File: src/rtl/mem_bus_arbiter_if.sv
// Bundle of both requester ports and the shared slave bus of the two-master arbiter.
// Signal suffixes are from the arbiter's point of view (slave modport).
interface mem_bus_arbiter_if #(
  parameter int ADDR_W = 8,
  parameter int DATA_W = 8
);
  logic              m0_cyc_i, m0_stb_i, m0_we_i;
  logic [ADDR_W-1:0] m0_adr_i;
  logic [DATA_W-1:0] m0_dat_i;
  logic [DATA_W-1:0] m0_dat_o;
  logic              m0_ack_o, m0_err_o;

  logic              m1_cyc_i, m1_stb_i, m1_we_i;
  logic [ADDR_W-1:0] m1_adr_i;
  logic [DATA_W-1:0] m1_dat_i;
  logic [DATA_W-1:0] m1_dat_o;
  logic              m1_ack_o, m1_err_o;

  logic              s_cyc_o, s_stb_o, s_we_o;
  logic [ADDR_W-1:0] s_adr_o;
  logic [DATA_W-1:0] s_dat_o;
  logic [DATA_W-1:0] s_dat_i;
  logic              s_ack_i;

  // Arbiter side
  modport slave (
    input  m0_cyc_i, m0_stb_i, m0_we_i, m0_adr_i, m0_dat_i,
    output m0_dat_o, m0_ack_o, m0_err_o,
    input  m1_cyc_i, m1_stb_i, m1_we_i, m1_adr_i, m1_dat_i,
    output m1_dat_o, m1_ack_o, m1_err_o,
    output s_cyc_o, s_stb_o, s_we_o, s_adr_o, s_dat_o,
    input  s_dat_i, s_ack_i
  );

  // Environment side: the two requesters and the slave device
  modport master (
    output m0_cyc_i, m0_stb_i, m0_we_i, m0_adr_i, m0_dat_i,
    input  m0_dat_o, m0_ack_o, m0_err_o,
    output m1_cyc_i, m1_stb_i, m1_we_i, m1_adr_i, m1_dat_i,
    input  m1_dat_o, m1_ack_o, m1_err_o,
    input  s_cyc_o, s_stb_o, s_we_o, s_adr_o, s_dat_o,
    output s_dat_i, s_ack_i
  );
endinterface

File: src/rtl/mem_bus_arbiter.sv
// Two-master round-robin arbiter for a single shared slave bus, with bus lock
// while the granted master holds cyc and a per-strobe ack timeout.
module mem_bus_arbiter #(
  parameter int ADDR_W  = 8,
  parameter int DATA_W  = 8,
  parameter int TIMEOUT = 15
) (
  input  logic             clk,
  input  logic             rst_n_i,
  mem_bus_arbiter_if.slave bus,
  output logic [1:0]       grant_o
);

  typedef enum logic [1:0] {IDLE, GRANT0, GRANT1} state_t;

  localparam logic [7:0] TIMEOUT_CNT = 8'(TIMEOUT);

  state_t      state_q, state_d;
  logic        last_grant_q, last_grant_d;
  logic [7:0]  wait_cnt_q, wait_cnt_d;
  logic [1:0]  grant_q, grant_d;

  logic              sel_cyc, sel_stb, sel_we;
  logic [ADDR_W-1:0] sel_adr;
  logic [DATA_W-1:0] sel_dat;
  logic              timeout_hit, ack_fwd;

  always_comb begin
    sel_cyc = 1'b0;
    sel_stb = 1'b0;
    sel_we  = 1'b0;
    sel_adr = '0;
    sel_dat = '0;
    case (state_q)
      GRANT0: begin
        sel_cyc = bus.m0_cyc_i;
        sel_stb = bus.m0_stb_i;
        sel_we  = bus.m0_we_i;
        sel_adr = bus.m0_adr_i;
        sel_dat = bus.m0_dat_i;
      end
      GRANT1: begin
        sel_cyc = bus.m1_cyc_i;
        sel_stb = bus.m1_stb_i;
        sel_we  = bus.m1_we_i;
        sel_adr = bus.m1_adr_i;
        sel_dat = bus.m1_dat_i;
      end
      default: ;
    endcase

    // An aborted cycle (cyc dropped) never produces ack or err
    timeout_hit = sel_cyc & sel_stb & ~bus.s_ack_i & (wait_cnt_q == TIMEOUT_CNT);
    ack_fwd     = sel_cyc & sel_stb & bus.s_ack_i;

    bus.s_cyc_o = sel_cyc;
    bus.s_stb_o = sel_stb & ~timeout_hit;
    bus.s_we_o  = sel_we;
    bus.s_adr_o = sel_adr;
    bus.s_dat_o = sel_dat;

    bus.m0_ack_o = (state_q == GRANT0) & ack_fwd;
    bus.m1_ack_o = (state_q == GRANT1) & ack_fwd;
    bus.m0_err_o = (state_q == GRANT0) & timeout_hit;
    bus.m1_err_o = (state_q == GRANT1) & timeout_hit;
    bus.m0_dat_o = (state_q == GRANT0) ? bus.s_dat_i : '0;
    bus.m1_dat_o = (state_q == GRANT1) ? bus.s_dat_i : '0;
  end

  always_comb begin
    state_d      = state_q;
    last_grant_d = last_grant_q;
    wait_cnt_d   = '0;
    case (state_q)
      IDLE: begin
        if (bus.m0_cyc_i && bus.m1_cyc_i) begin
          state_d      = last_grant_q ? GRANT0 : GRANT1;
          last_grant_d = ~last_grant_q;
        end else if (bus.m0_cyc_i) begin
          state_d      = GRANT0;
          last_grant_d = 1'b0;
        end else if (bus.m1_cyc_i) begin
          state_d      = GRANT1;
          last_grant_d = 1'b1;
        end
      end
      GRANT0, GRANT1: begin
        if (!sel_cyc) begin
          state_d = IDLE;
        end else if (!timeout_hit && sel_stb && !bus.s_ack_i) begin
          wait_cnt_d = wait_cnt_q + 8'd1;
        end
      end
      default: state_d = IDLE;
    endcase

    case (state_d)
      GRANT0:  grant_d = 2'b01;
      GRANT1:  grant_d = 2'b10;
      default: grant_d = 2'b00;
    endcase
  end

  always_ff @(posedge clk or negedge rst_n_i) begin
    if (!rst_n_i) begin
      state_q      <= IDLE;
      last_grant_q <= 1'b1;
      wait_cnt_q   <= '0;
      grant_q      <= 2'b00;
    end else begin
      state_q      <= state_d;
      last_grant_q <= last_grant_d;
      wait_cnt_q   <= wait_cnt_d;
      grant_q      <= grant_d;
    end
  end

  assign grant_o = grant_q;

endmodule

File: src/flat_wrapper.sv
// flat-port wrapper written by rule: the top's interface ports become plain ports
module mem_bus_arbiter_flat 
#(
  parameter int ADDR_W  = 8,
  parameter int DATA_W  = 8,
  parameter int TIMEOUT = 15
)
  (clk, rst_n_i, grant_o, bus_m0_cyc_i, bus_m0_stb_i, bus_m0_we_i, bus_m0_adr_i, bus_m0_dat_i, bus_m0_dat_o, bus_m0_ack_o, bus_m0_err_o, bus_m1_cyc_i, bus_m1_stb_i, bus_m1_we_i, bus_m1_adr_i, bus_m1_dat_i, bus_m1_dat_o, bus_m1_ack_o, bus_m1_err_o, bus_s_cyc_o, bus_s_stb_o, bus_s_we_o, bus_s_adr_o, bus_s_dat_o, bus_s_dat_i, bus_s_ack_i);
  mem_bus_arbiter_if #(.ADDR_W(ADDR_W), .DATA_W(DATA_W)) bus_i ();
  input  logic clk;
  input  logic rst_n_i;
  output logic [1:0] grant_o;
  input wire logic [$bits(bus_i.m0_cyc_i)-1:0] bus_m0_cyc_i;
  input wire logic [$bits(bus_i.m0_stb_i)-1:0] bus_m0_stb_i;
  input wire logic [$bits(bus_i.m0_we_i)-1:0] bus_m0_we_i;
  input wire logic [$bits(bus_i.m0_adr_i)-1:0] bus_m0_adr_i;
  input wire logic [$bits(bus_i.m0_dat_i)-1:0] bus_m0_dat_i;
  output wire logic [$bits(bus_i.m0_dat_o)-1:0] bus_m0_dat_o;
  output wire logic [$bits(bus_i.m0_ack_o)-1:0] bus_m0_ack_o;
  output wire logic [$bits(bus_i.m0_err_o)-1:0] bus_m0_err_o;
  input wire logic [$bits(bus_i.m1_cyc_i)-1:0] bus_m1_cyc_i;
  input wire logic [$bits(bus_i.m1_stb_i)-1:0] bus_m1_stb_i;
  input wire logic [$bits(bus_i.m1_we_i)-1:0] bus_m1_we_i;
  input wire logic [$bits(bus_i.m1_adr_i)-1:0] bus_m1_adr_i;
  input wire logic [$bits(bus_i.m1_dat_i)-1:0] bus_m1_dat_i;
  output wire logic [$bits(bus_i.m1_dat_o)-1:0] bus_m1_dat_o;
  output wire logic [$bits(bus_i.m1_ack_o)-1:0] bus_m1_ack_o;
  output wire logic [$bits(bus_i.m1_err_o)-1:0] bus_m1_err_o;
  output wire logic [$bits(bus_i.s_cyc_o)-1:0] bus_s_cyc_o;
  output wire logic [$bits(bus_i.s_stb_o)-1:0] bus_s_stb_o;
  output wire logic [$bits(bus_i.s_we_o)-1:0] bus_s_we_o;
  output wire logic [$bits(bus_i.s_adr_o)-1:0] bus_s_adr_o;
  output wire logic [$bits(bus_i.s_dat_o)-1:0] bus_s_dat_o;
  input wire logic [$bits(bus_i.s_dat_i)-1:0] bus_s_dat_i;
  input wire logic [$bits(bus_i.s_ack_i)-1:0] bus_s_ack_i;
  assign bus_i.m0_cyc_i = bus_m0_cyc_i;
  assign bus_i.m0_stb_i = bus_m0_stb_i;
  assign bus_i.m0_we_i = bus_m0_we_i;
  assign bus_i.m0_adr_i = bus_m0_adr_i;
  assign bus_i.m0_dat_i = bus_m0_dat_i;
  assign bus_m0_dat_o = bus_i.m0_dat_o;
  assign bus_m0_ack_o = bus_i.m0_ack_o;
  assign bus_m0_err_o = bus_i.m0_err_o;
  assign bus_i.m1_cyc_i = bus_m1_cyc_i;
  assign bus_i.m1_stb_i = bus_m1_stb_i;
  assign bus_i.m1_we_i = bus_m1_we_i;
  assign bus_i.m1_adr_i = bus_m1_adr_i;
  assign bus_i.m1_dat_i = bus_m1_dat_i;
  assign bus_m1_dat_o = bus_i.m1_dat_o;
  assign bus_m1_ack_o = bus_i.m1_ack_o;
  assign bus_m1_err_o = bus_i.m1_err_o;
  assign bus_s_cyc_o = bus_i.s_cyc_o;
  assign bus_s_stb_o = bus_i.s_stb_o;
  assign bus_s_we_o = bus_i.s_we_o;
  assign bus_s_adr_o = bus_i.s_adr_o;
  assign bus_s_dat_o = bus_i.s_dat_o;
  assign bus_i.s_dat_i = bus_s_dat_i;
  assign bus_i.s_ack_i = bus_s_ack_i;
  mem_bus_arbiter #(.ADDR_W(ADDR_W), .DATA_W(DATA_W), .TIMEOUT(TIMEOUT)) u_core (.clk(clk), .rst_n_i(rst_n_i), .bus(bus_i), .grant_o(grant_o));
endmodule
File: config.mk
export PLATFORM = sky130hd
export DESIGN_NAME = mem_bus_arbiter_flat
export DESIGN_NICKNAME = d
export VERILOG_FILES = /design/src/rtl/mem_bus_arbiter_if.sv /design/src/rtl/mem_bus_arbiter.sv /design/src/flat_wrapper.sv
export SDC_FILE = /design/constraint.sdc
export NUM_CORES = 1
export LEC_CHECK = 0
export CAP_MARGIN = 20
export CORE_MARGIN = 2
export CORE_UTILIZATION = 36
export CTS_BUF_LIST = sky130_fd_sc_hd__clkbuf_8
export DETAILED_ROUTE_END_ITERATION = 10
export GPL_ROUTABILITY_DRIVEN = 0
export PLACE_DENSITY = 0.95
export REMOVE_ABC_BUFFERS = 1
export SLEW_MARGIN = 20
export SYNTH_ARGS = -nofsm -noshare
export SYNTH_HDL_FRONTEND = slang
export SYNTH_SLANG_ARGS = --single-unit
File: constraint.sdc
create_clock -name clk -period 2.9 [get_ports clk]
set_input_delay 0.435 -clock clk [delete_from_list [all_inputs] [get_ports clk]]
set_output_delay 0.435 -clock clk [all_outputs]
set_load 0.005 [all_outputs]
==> flow_metrics.env, run 1 <==
export IMPL_status="finished clean"
export IMPL_drtIter0Drc=82
export IMPL_cts_root_buf="clkbuf_8"
export IMPL_grt_overflow_total=0
export IMPL_drc=0
export IMPL_cts_path_max_buffers=2
export IMPL_via_per_inst=5.020
export IMPL_finalSetupViolCount=0
export IMPL_synth_top_area_share_pct=28.14
export IMPL_cts_max_level=1
export IMPL_ys_ff_latch=13
export IMPL_fillers=225
export IMPL_criticalPathCategory="input port to output port"
export IMPL_synth_area_per_cell_um2=8.404
export IMPL_dr_pass1_iters=4
export IMPL_grt_use_total_pct=21.76
export IMPL_nets=275
export IMPL_wl_per_cell_um=14.48
export IMPL_p_sw_share_pct=35.44
export IMPL_slowest_delay_ns=0.48
export IMPL_hp_class="flip-flop to flip-flop"
export IMPL_p_int_w=0.0008859
export IMPL_io_buffer_count=89
export IMPL_yosysSeqAreaShare_pct=30.60
export IMPL_syn_inst=127
export IMPL_dp_hpwl_um=2883
export IMPL_vias=1260
export IMPL_fin_util_pct=74.76
export IMPL_core_area_um2=2781
export IMPL_seqPwrFrac_pct=17.9
export IMPL_grt_pass1_wl_um=5747
export IMPL_cts_inserted_buffers=3
export IMPL_final_hold_violation_count=0
export IMPL_syn_area_um2=1067
export IMPL_drv_slew=0
export IMPL_clockPowerShare_pct=11.3
export IMPL_wl_um=3634
export IMPL_power_density_nw_per_um2=659.9
export IMPL_period_needed_ns=2.773
export IMPL_die_area_um2=3416
export IMPL_cts_hold_buf=0
export IMPL_power_switching_w=0.0004863
export IMPL_maxCapViolCount=0
export IMPL_synth_cell_types=26
export IMPL_final_area_um2=2079
export IMPL_p_comb_share_pct=70.8
export IMPL_cp_max_fo=3
export IMPL_worst_clock_skew_ns=0.001121
export IMPL_grt_pass1_vias=1229
export IMPL_syn2layout_area_growth_pct=94.84
export IMPL_rsz0062_at_grt="false"
export IMPL_antenna_found_initial=0
export IMPL_crit_path_start_kind="input port"
export IMPL_clock_latency_ns=0.24
export IMPL_top_usage_layer="met2"
export IMPL_clkTransAtPathRegs_ns=0.05
export IMPL_drive_gt1_share_pct=6.818
export IMPL_grt_start_max_net_pins=17
export IMPL_global_route_usage_met2_pct=38.20
export IMPL_fp_dieW_um=58.45
export IMPL_required_ns=2.47
export IMPL_ys_top_cells_by_area="dfrtp_1 (28%), a22oi_1 (13%), and2_1 (12%)"
export IMPL_start_util_pct=38.37
export IMPL_rows=19
export IMPL_peakVddDrop_uv=562.3
export IMPL_die_h_um=58.45
export IMPL_grt_use_met3_pct=3.736
export IMPL_ioPinCount=90
export IMPL_cp_arrival_ns=2.34
export IMPL_placed_area_um2=2012
export IMPL_worst_setup_path_end_kind="output port"
export IMPL_n_antenna_cell=0
export IMPL_cts_sinks=13
export IMPL_crit_chain="clkdlybuf4s50_1 > or4_1 > or3_4 > nor3b_4 > buf_4 > nor2_1 > dlygate4sd2_1"
export IMPL_worst_path_max_delay_cell="or4_1"
export IMPL_ant_nets=0
export IMPL_fmax_ghz=0.3606
export IMPL_grt_util_met1_pct=26.96
export IMPL_cts_tree="built"
export IMPL_maxSlewHeadroom_pct=64.14
export IMPL_worst_pin_slew_ns=0.5362
export IMPL_yosys_warnings=0
export IMPL_synth_top_area_cell="dfrtp_1"
export IMPL_min_period_over_period_pct=95.63
export IMPL_p_leak_nw=0.8610
## per-layer routing
metal	wire (um)	up-vias
li1	-	629
met1	1515	573
met2	1756	53
met3	316	5
met4	46	0
met5	0	-
## cell usage after synthesis
library cell / n
nor3b_1: 2
a21oi_1: 1
nor3b_2: 1
inv_1: 4
nand2_1: 2
a32oi_1: 1
clkbuf_1: 7
a31oi_1: 1
and2_1: 20
nand4_1: 3
or4_1: 1
or3_1: 1
xor2_1: 5
dfstp_2: 1
a22o_1: 3
buf_1: 1
nand3_1: 2
o21ai_0: 1
nor2b_1: 17
a22oi_1: 18
ha_1: 5
and3_1: 4
nor2_1: 12
nand4b_2: 1
xnor2_1: 1
dfrtp_1: 12
## final cells by class
cell class	instances	area [um^2]	area share [%]
Clock buffer	3	41.29	1.986
Inverter	4	15.01	0.7220
Timing Repair Buffer	97	947.2	45.55
Sequential cell	13	326.6	15.70
Tap cell	31	38.79	1.865
Multi-Input combinational cell	102	706.9	34.00
Clock inverter	1	3.754	0.1805
## stage by stage
stage | worst slack [ns] | total power [W] | std cells | setup TNS [ns] | hold slack [ns]
final | 0.1268 | 0.001372 | 251 | 0 | 0.5014
after global routing | 0.02448 | 0.001476 | 251 | 0 | 0.5315
after CTS | 0.1118 | 0.001387 | 251 | 0 | 0.5031
after detailed placement | -0.1134 | 0.001220 | 245 | -0.2238 | 0.5028
after global placement | -0.06771 | 0.001205 | 245 | -0.1342 | 0.4979
after floorplan | 0.7550 | 0.0006908 | 119 | 0 | 0.1394
## critical path, delay by kind of cell
kind | cells | cell delay, ns
simple gates | 4 | 1.09
buf+inv | 3 | 0.82
## cells in the final DEF (no fill, tap or decap), types with 2 or more instances in the layout
cell	Yosys	routed
dlygate4sd2_1	0	3
xor2_1	5	5
ha_1	5	5
nand4_1	3	3
and2_1	20	20
nor2_1	12	12
clkbuf_8	0	3
a22o_1	3	3
nand2_1	2	2
nand3_1	2	2
nor2b_1	17	17
clkdlybuf4s50_1	0	86
nor3b_1	2	2
and3_1	4	4
buf_4	0	8
a22oi_1	18	18
dfrtp_1	12	12
inv_1	4	5
## cell families (layout without fill, tap and decap cells)
kind of cell    after synthesis  count (layout)  synth area share (%)
fa+ha+maj                     5               5                 5.862
flops                        13              13                 30.60
simple gates                 66              66                 36.93
buf+inv                      12             105                 4.220
xor+xnor                      6               6                 4.924
compound gates               25              25                 17.47
## power by group through the flow
stage	Combinational (W)	Clock [W]	Sequential, W
2_1_floorplan	0.000448	0	0.000243
3_3_place_gp	0.000960	0	0.000245
3_5_place_dp	0.000972	0	0.000248
4_1_cts	0.000979	0.000163	0.000245
5_1_grt	0.00106	0.000170	0.000249
6_report	0.000971	0.000156	0.000245
## timing repair
action	in CTS	in global routing
resized for setup	5	0
setup endpoints to repair	2	0
setup buffers	2	0
## final timing paths
| check | from | end | slack, ns | cells after the start |
|---|---|---|---|---|
| max in group asynchronous | rst_n_i | u_core.last_grant_q$_DFFE_PN1P_ | 1.99 | 1 |
| worst min register to register | u_core.wait_cnt_q[0]$_DFF_PN0_ | u_core.wait_cnt_q[0]$_DFF_PN0_ | 0.50 | 1 |
| min in group asynchronous | rst_n_i | u_core.wait_cnt_q[7]$_DFF_PN0_ | 0.54 | 1 |
| worst max-delay path | bus_s_ack_i | bus_s_stb_o | 0.13 | 7 |
| worst max register to register | u_core.state_q[0]$_DFF_PN0_ | u_core.grant_o[0]$_DFF_PN0_ | 0.98 | 6 |
| worst min-delay path | u_core.wait_cnt_q[0]$_DFF_PN0_ | u_core.wait_cnt_q[0]$_DFF_PN0_ | 0.50 | 1 |
## registers in the layout, summed over array words and instances, names as in the netlist
register             cells
u_core.grant_o           2
u_core.last_grant_q      1
u_core.state_q           2
u_core.wait_cnt_q        8
Power figures use the tool's default switching activity.
==> run 2, diff against run 1 <==
--- a/config.mk
+++ b/config.mk
@@ -7,11 +7,11 @@
 export LEC_CHECK = 0
 export CAP_MARGIN = 20
 export CORE_MARGIN = 2
-export CORE_UTILIZATION = 36
+export CORE_UTILIZATION = 25
 export CTS_BUF_LIST = sky130_fd_sc_hd__clkbuf_8
 export DETAILED_ROUTE_END_ITERATION = 10
 export GPL_ROUTABILITY_DRIVEN = 0
-export PLACE_DENSITY = 0.95
+export PLACE_DENSITY = 0.75
 export REMOVE_ABC_BUFFERS = 1
 export SLEW_MARGIN = 20
 export SYNTH_ARGS = -nofsm -noshare
==> flow_metrics.env, run 2 (same netlist as run 1, synthesis figures left out) <==
export IMPL_status="finished clean"
export IMPL_seqPwrFrac_pct=17.9
export IMPL_fillers=399
export IMPL_final_area_um2=2116
export IMPL_clockPowerShare_pct=11.8
export IMPL_grt_use_total_pct=15.10
export IMPL_r2r_end="u_core.grant_o[0]$_DFF_PN0_"
export IMPL_core_area_um2=4058
export IMPL_drtIter0Drc=50
export IMPL_fmax_ghz=0.3580
export IMPL_cts_hold_buf=0
export IMPL_cts_max_level=1
export IMPL_peakVddDrop_uv=375.6
export IMPL_drv_slew=0
export IMPL_r2r_start="u_core.state_q[0]$_DFF_PN0_"
export IMPL_n_antenna_cell=0
export IMPL_min_period_over_period_pct=96.31
export IMPL_fin_util_pct=52.14
export IMPL_final_common_cell="clkdlybuf4s50_1"
export IMPL_dp_cells=264
export IMPL_required_ns=2.47
export IMPL_stdcell_count=271
export IMPL_mostFrequentLayoutCells="clkdlybuf4s50_1 (86), and2_1 (20), a22oi_1 (18)"
export IMPL_p_int_w=0.0008813
export IMPL_nets=276
export IMPL_criticalPathCategory="input port to output port"
export IMPL_crit_buf_inv=3
export IMPL_cp_arrival_ns=2.36
export IMPL_cts_path_max_buffers=2
export IMPL_hp_class="flip-flop to flip-flop"
export IMPL_cts_sinks=13
export IMPL_hold_depth=2
export IMPL_largest_register_ffs=8
export IMPL_hold_end="u_core.last_grant_q$_DFFE_PN1P_"
export IMPL_dr_pass1_iters=4
export IMPL_final_hold_violation_count=0
export IMPL_slowest_delay_ns=0.47
export IMPL_critPathTopFamily="simple AND/OR/NAND/NOR gates"
export IMPL_crit_chain="dlygate4sd2_1 > or4_1 > or3_4 > nor3b_4 > buf_4 > nor2_1 > clkdlybuf4s50_1"
export IMPL_grt_pass1_wl_um=6009
export IMPL_drive_gt1_share_pct=7.692
export IMPL_cts_inserted_buffers=3
export IMPL_ioPinCount=90
export IMPL_r2r_slack_ns=1.02
export IMPL_clock_latency_ns=0.25
export IMPL_cp_max_fo=3
export IMPL_rows=23
export IMPL_grt_start_max_net_pins=21
export IMPL_power_switching_w=0.0004857
export IMPL_maxCapViolCount=0
export IMPL_start_util_pct=26.30
export IMPL_placed_area_um2=2036
export IMPL_finalSetupViolCount=0
export IMPL_maxSlewHeadroom_pct=63.23
export IMPL_worstRegToRegCells=6
export IMPL_die_area_um2=4808
export IMPL_p_sw_share_pct=35.53
export IMPL_dp_hpwl_um=2917
export IMPL_worst_path_max_delay_cell="or4_1"
export IMPL_ant_nets=0
export IMPL_clkTransAtPathRegs_ns=0.06
export IMPL_io_buffer_count=89
export IMPL_rsz0062_at_grt="false"
export IMPL_worst_pin_slew_ns=0.5499
export IMPL_via_per_inst=4.627
export IMPL_syn2layout_area_growth_pct=98.24
export IMPL_p_comb_share_pct=70.3
export IMPL_worst_setup_path_end_kind="output port"
export IMPL_fp_dieW_um=69.34
export IMPL_cts_tree="built"
export IMPL_drc=0
export IMPL_crit_path_start_kind="input port"
export IMPL_largest_register="u_core.wait_cnt_q"
export IMPL_die_h_um=69.34
export IMPL_period_needed_ns=2.793
export IMPL_worst_clock_skew_ns=0.004402
export IMPL_power_density_nw_per_um2=646.1
export IMPL_regArea_um2=326.6
export IMPL_cts_root_buf="clkbuf_8"
export IMPL_wl_per_cell_um=13.32
export IMPL_grt_pass1_vias=1247
export IMPL_antenna_found_initial=0
export IMPL_multiInputGateArea_um2=706.9
export IMPL_p_leak_nw=0.8761
export IMPL_min_from="u_core.last_grant_q$_DFFE_PN1P_"
export IMPL_vias=1254
export IMPL_grt_overflow_total=0
export IMPL_wl_um=3611
[run 2: cell count changes in the layout (fill, tap and decap cells not counted)]
cell	delta
clkinv_2	+1
dlymetal6s2s_1	+1
inv_1	-1
buf_4	+1
dlygate4sd2_1	-1
[run 2: metrics by stage]
step | setup slack, ns | power (W) | hold slack [ns] | TNS, ns
3_5_place_dp | -0.2064 | 0.001216 | 0.5152 | -0.5749
6_report | 0.1069 | 0.001367 | 0.5288 | 0
3_3_place_gp | -0.1885 | 0.001203 | 0.4995 | -0.5209
5_1_grt | 0.03225 | 0.001479 | 0.5531 | 0
4_1_cts | 0.003885 | 0.001389 | 0.5314 | 0
2_1_floorplan | 0.7550 | 0.0006908 | 0.1394 | 0
[run 2: layout make-up]
class                           instances  area share (%)
Clock inverter                          1          0.2365
Inverter                                4          0.7096
Timing Repair Buffer                   98           45.30
Tap cell                               50           2.957
Clock buffer                            3           1.952
Multi-Input combinational cell        102           33.41
Sequential cell                        13           15.43
[run 2: worst max path at each step]
stage / start / to / slack [ns] / depth (start not counted)
after global routing: bus_s_ack_i / bus_s_stb_o / 0.03 / 7
after CTS: bus_s_ack_i / bus_m1_err_o / 0.004 / 6
after global placement: bus_s_ack_i / bus_m0_err_o / -0.19 / 6
final: bus_s_ack_i / bus_s_stb_o / 0.11 / 7
after detailed placement: bus_s_ack_i / bus_m0_err_o / -0.21 / 6
after floorplan: u_core.state_q[0]$_DFF_PN0_ / bus_m0_err_o / 0.75 / 6
[run 2: power by group through the flow]
stage	logic (W)	registers (W)	clock network [W]
after floorplan	0.000448	0.000243	0
after global placement	0.000957	0.000246	0
after detailed placement	0.000970	0.000247	0
after CTS	0.000978	0.000244	0.000167
after global routing	0.00105	0.000249	0.000177
final	0.000962	0.000244	0.000161
[run 2: worst reg2reg max path, stage by stage (launching register included)]
cell,delay (ns)
dfrtp_1,0.42
inv_1,0.08
ha_1,0.39
buf_4,0.22
a22o_1,0.21
a32oi_1,0.24
nor3b_1,0.23
[run 2: layer usage]
| metal | wire (um) | part of all wire (%) | track usage (%) | up-vias |
|---|---|---|---|---|
| met1 | 1641 | 45 | 19.48 | 556 |
| met5 | 0 | 0 | 0 | - |
| met3 | 255 | 7.1 | 3.198 | 4 |
| met2 | 1659 | 46 | 25.11 | 64 |
| met4 | 54 | 1.5 | 4.793 | 0 |
| li1 | - | - | - | 630 |
[run 2: repair_timing]
item / CTS / global route
setup endpoints to repair: 3 / 2
resized for setup: 4 / 1
pin swaps: 3 / 3
setup buffers: 3 / 0
